`src/rtl/pipe_ifid_queue.sv`:
```
// IF->ID prefetch queue: buffers {pc, npc, instruction} fetches, presents the oldest
// entry to ID, stalls IF when full and discards everything on a redirect.
module pipe_ifid_queue #(
  parameter int unsigned DEPTH = 4,
  parameter int unsigned AW    = 2
) (
  input  logic          in_clk,
  input  logic          in_rst,
  input  logic          in_fetch_valid,
  input  logic [31:0]   in_pc,
  input  logic [31:0]   in_npc,
  input  logic [31:0]   in_instruction,
  input  logic          in_flush,
  input  logic          in_id_ready,
  output logic          out_if_stall,
  output logic          out_valid,
  output logic [31:0]   out_pc,
  output logic [31:0]   out_npc,
  output logic [31:0]   out_instruction,
  output logic [AW:0]   out_count
);

  typedef struct packed {
    logic [31:0] pc;
    logic [31:0] npc;
    logic [31:0] instruction;
  } entry_t;

  entry_t        mem [DEPTH];
  entry_t        head;
  logic [AW-1:0] wp;
  logic [AW-1:0] rp;
  logic [AW:0]   count;
  logic          full;
  logic          empty;
  logic          push;
  logic          pop;

  // Stall depends on registered occupancy only; no path from ready or flush.
  assign full  = (count == (AW + 1)'(DEPTH));
  assign empty = (count == '0);
  assign push  = in_fetch_valid & ~full & ~in_flush;
  assign pop   = in_id_ready & ~empty & ~in_flush;

  // Pointer and occupancy state; reset dominates flush, flush dominates push/pop.
  always_ff @(posedge in_clk) begin
    if (in_rst) begin
      wp    <= '0;
      rp    <= '0;
      count <= '0;
    end else if (in_flush) begin
      wp    <= '0;
      rp    <= '0;
      count <= '0;
    end else begin
      if (push) wp <= wp + AW'(1);
      if (pop)  rp <= rp + AW'(1);
      case ({push, pop})
        2'b10:   count <= count + (AW + 1)'(1);
        2'b01:   count <= count - (AW + 1)'(1);
        default: count <= count;
      endcase
    end
  end

  // Entry storage carries no reset; contents are only observed while valid.
  always_ff @(posedge in_clk) begin
    if (push && !in_rst) begin
      mem[wp] <= '{pc: in_pc, npc: in_npc, instruction: in_instruction};
    end
  end

  assign head = mem[rp];

  // Head presentation; zeros (nop) while empty.
  always_comb begin
    out_valid       = ~empty;
    out_if_stall    = full;
    out_count       = count;
    out_pc          = '0;
    out_npc         = '0;
    out_instruction = '0;
    if (!empty) begin
      out_pc          = head.pc;
      out_npc         = head.npc;
      out_instruction = head.instruction;
    end
  end

endmodule

```
`config.mk`:
```
export PLATFORM = sky130hd
export DESIGN_NAME = pipe_ifid_queue
export DESIGN_NICKNAME = d
export VERILOG_FILES = /design/src/rtl/pipe_ifid_queue.sv
export SDC_FILE = /design/constraint.sdc
export NUM_CORES = 1
export LEC_CHECK = 0
export BUFFER_PORTS_ARGS = -buffer_cell sky130_fd_sc_hd__buf_2
export CAP_MARGIN = 20
export CORE_MARGIN = 5
export CORE_UTILIZATION = 57
export CTS_CLUSTER_DIAMETER = 120
export DETAILED_ROUTE_END_ITERATION = 10
export PLACE_DENSITY = 0.9
export SLEW_MARGIN = 40
export SYNTH_ARGS = -nofsm -noshare
export SYNTH_HDL_FRONTEND = slang
export SYNTH_SLANG_ARGS = --single-unit
export TNS_END_PERCENT = 1
```
`constraint.sdc`:
```
create_clock -name in_clk -period 11.71 [get_ports in_clk]
set_input_delay 0.5855 -clock in_clk [delete_from_list [all_inputs] [get_ports in_clk]]
set_output_delay 0.5855 -clock in_clk [all_outputs]
set_load 0.02 [all_outputs]
```
==> flow_metrics.tcl <==
set metrics [dict create \
    yosys.area_share.xor_xnor_pct 0.234 \
    maxCapViolCount 0 \
    layout-drive-gt1-share_pct 40.4 \
    synth_compound_area_share_pct 0.209 \
    antenna_found_initial 7 \
    hpwl_um 17200 \
    rsz0062_at_grt "no" \
    synth-seq-cells 393 \
    synth_top_family_by_area "multiplexers" \
    critPathArrivalTime_ns 2.79 \
    reg2reg_to "mem[3][68]$_DFFE_PP_" \
    hold_class "in -> reg" \
    finalCritPeriodShare_pct 28.9 \
    synth_area_leaders "edfxtp_1 (77%), mux4_2 (14%), and2_1 (4.0%)" \
    clk_latency_ns 0.51 \
    ant_nets 0 \
    crit_type "reg -> out" \
    cts_resized 0 \
    final_cells 1245 \
    portBuffers 201 \
    slowest_delay_ns 0.74 \
    setup_viol 0 \
    whs_path_depth 1 \
    syn_nets 770 \
    final_core_util_pct 67.7 \
    grt_overflow 0 \
    fin_setup_tns_ns 0 \
    synth_top_cell_area_share_pct 77.0 \
    grt_max_degree 98 \
    clock_sinks 393 \
    vias 7068 \
    end_kind "output port" \
    fmax_mhz 296 \
    synth_area_um2 15000 \
    crit_fanout 42 \
    synth_ff_type "edfxtp_1" \
    path_clk_slew_ns 0.06 \
    syn_inst 663 \
    critical_path.cell_chain "buf_6, mux4_2, and2_1, buf_2" \
    cts_made_buffers 39 \
    synth.avg_cell_area_um2 22.6 \
    dieHeight_um 172 \
    h-tree-depth 2 \
    ys_async_sr_fraction_pct 0 \
    worst_path_max_delay_cell "dfxtp_4" \
    cts-root-buf "clkbuf_16" \
    yosysUniqueCellTypes 23 \
    routed_wl_um 28600 \
    hold_buffers 0 \
    clock_path_buffers 3 \
    routabilityCongestion 0.748 \
    ios 202 \
    final-hold-violation-count 0 \
    p_leak_nw 6.05 \
    synth_top_area_cell "edfxtp_1" \
    track_usage_pct 19.5 \
    grt_pass1_vias 7539 \
    finalPower_mw 2.88 \
    dp_cells 1176 \
    fillers 1628 \
    pre_cts_ws_ns 8.46 \
    drc_errors 0 \
    drt_iter0_markers 506 \
    rows 59 \
    worstMarginPinSlew_ns 0.843 \
    synthAdderAreaFrac_pct 0.552 \
    antenna_cells 0 \
    ys_seq_area_share_pct 78.2 \
    fin_ws_ns 8.33 \
    ir_worst_vdd_mv 0.146 \
    relSlewSlack_pct 43.8 \
    synth_mux_area_share_pct 14.6 \
    drv_slew 0 \
    rr_startpoint "out_count[0]$_SDFFE_PP0P_" \
    powerDensity_nw_per_um2 164 \
    vias_per_cell 5.68 \
    r2r_slack_ns 8.70 \
    core_area_um2 26000 \
    post-synth-top-count-cell "edfxtp_1" \
    final_area_um2 17600 \
    initial_core_util_pct 57.6 \
    nets 989 \
    synthToLayoutAreaGrowth_pct 17.5 \
    worstRegToRegCells 5 \
    cts_tree "yes" \
    skew_ns 0.0103 \
    required_ns 11.12 \
    synth_edf_count 384 \
    startpoint_type "register" \
    dieArea_um2 29600 \
    crit_end "out_pc[30]" \
    synth_simple_gate_area_share_pct 4.75 \
    finalCriticalPeriod_ns 3.38 \
    cts_setup_buffers 0 \
    yosysWarnings 0 \
    netlist_top_cells_count "edfxtp_1 (384), and2_1 (96), mux4_2 (96), clkbuf_1 (16), buf_2 (13)" \
    grt_pass1_wl_um 43400 \
    holdWs_ns 0.282 \
    die_x_um 172 \
    status "finished, final reports clean" \
    wl_per_cell_um 23.0 \
    postPlaceCellArea_um2 16300 \
    drtPass1Iterations 5 \
]
## how the worst min path moves through the flow
| stage | startpoint | to | slack (ns) |
|---|---|---|---|
| after floorplan | wp[1]$_SDFFE_PP0P_ | wp[1]$_SDFFE_PP0P_ | 0.47 |
| after global placement | wp[1]$_SDFFE_PP0P_ | wp[1]$_SDFFE_PP0P_ | 0.50 |
| after detailed placement | wp[1]$_SDFFE_PP0P_ | wp[1]$_SDFFE_PP0P_ | 0.51 |
| after CTS | in_pc[21] | mem[0][85]$_DFFE_PP_ | 0.26 |
| after global routing | in_pc[13] | mem[2][77]$_DFFE_PP_ | 0.26 |
| final | in_pc[14] | mem[2][78]$_DFFE_PP_ | 0.28 |
## critical path: cells and delay by family, from the launching register on
| family | cells | cell delay (ns) |
|---|---|---|
| mux | 1 | 0.62 |
| flops | 1 | 0.74 |
| buf+inv | 2 | 0.72 |
| simple gates | 1 | 0.18 |
## power by group
part	leakage, nW	internal [mW]	total (mW)	switching (mW)
sequential	3.54	1.56	1.56	0.00423
clock	0.615	0.741	1.22	0.482
combinational	1.89	0.0395	0.0988	0.0593
## flip-flops by register name (all words and copies together), names as in the netlist, named ones only
name,count
rp,2
wp,2
mem,384
out_count,3
## layer usage
metal | vias to the layer above | share of wire (%) | track usage, % | routed length [um]
met3 | 57 | 7.6 | 4.87 | 2180
met2 | 261 | 50 | 32.7 | 14300
met1 | 3607 | 40 | 26.5 | 11500
li1 | 3129 | - | - | -
met4 | 14 | 1.8 | 4.41 | 503
met5 | - | 0.28 | 0 | 81
## area by class of cell
| type | instances | area (um2) | area share (%) |
|---|---|---|---|
| Clock buffer | 56 | 1100 | 6.26 |
| Clock inverter | 13 | 159 | 0.903 |
| Timing Repair Buffer | 213 | 1110 | 6.34 |
| Tap cell | 335 | 419 | 2.38 |
| Inverter | 5 | 18.8 | 0.107 |
| Sequential cell | 393 | 11700 | 66.6 |
| Multi-Input combinational cell | 230 | 3060 | 17.4 |
## cell families after synthesis
logic type,after synthesis
AND/OR/NAND/NOR,117
multiplexers,98
flip-flops,393
XOR/XNOR,4
adder cells (fa/ha/maj),6
AO/OA/AOI/OAI,5
buffers and inverters,40
## cells in the final DEF (no fill, tap or decap), types with 7 or more instances in the layout
master | synthesis | layout
and2_1 | 96 | 96
buf_2 | 13 | 201
buf_4 | 0 | 7
clkbuf_1 | 16 | 13
clkbuf_16 | 0 | 41
dfxtp_1 | 9 | 7
edfxtp_1 | 384 | 384
mux4_2 | 96 | 96
nor2_1 | 8 | 8
No activity file was read; power rests on OpenSTA's default activity.
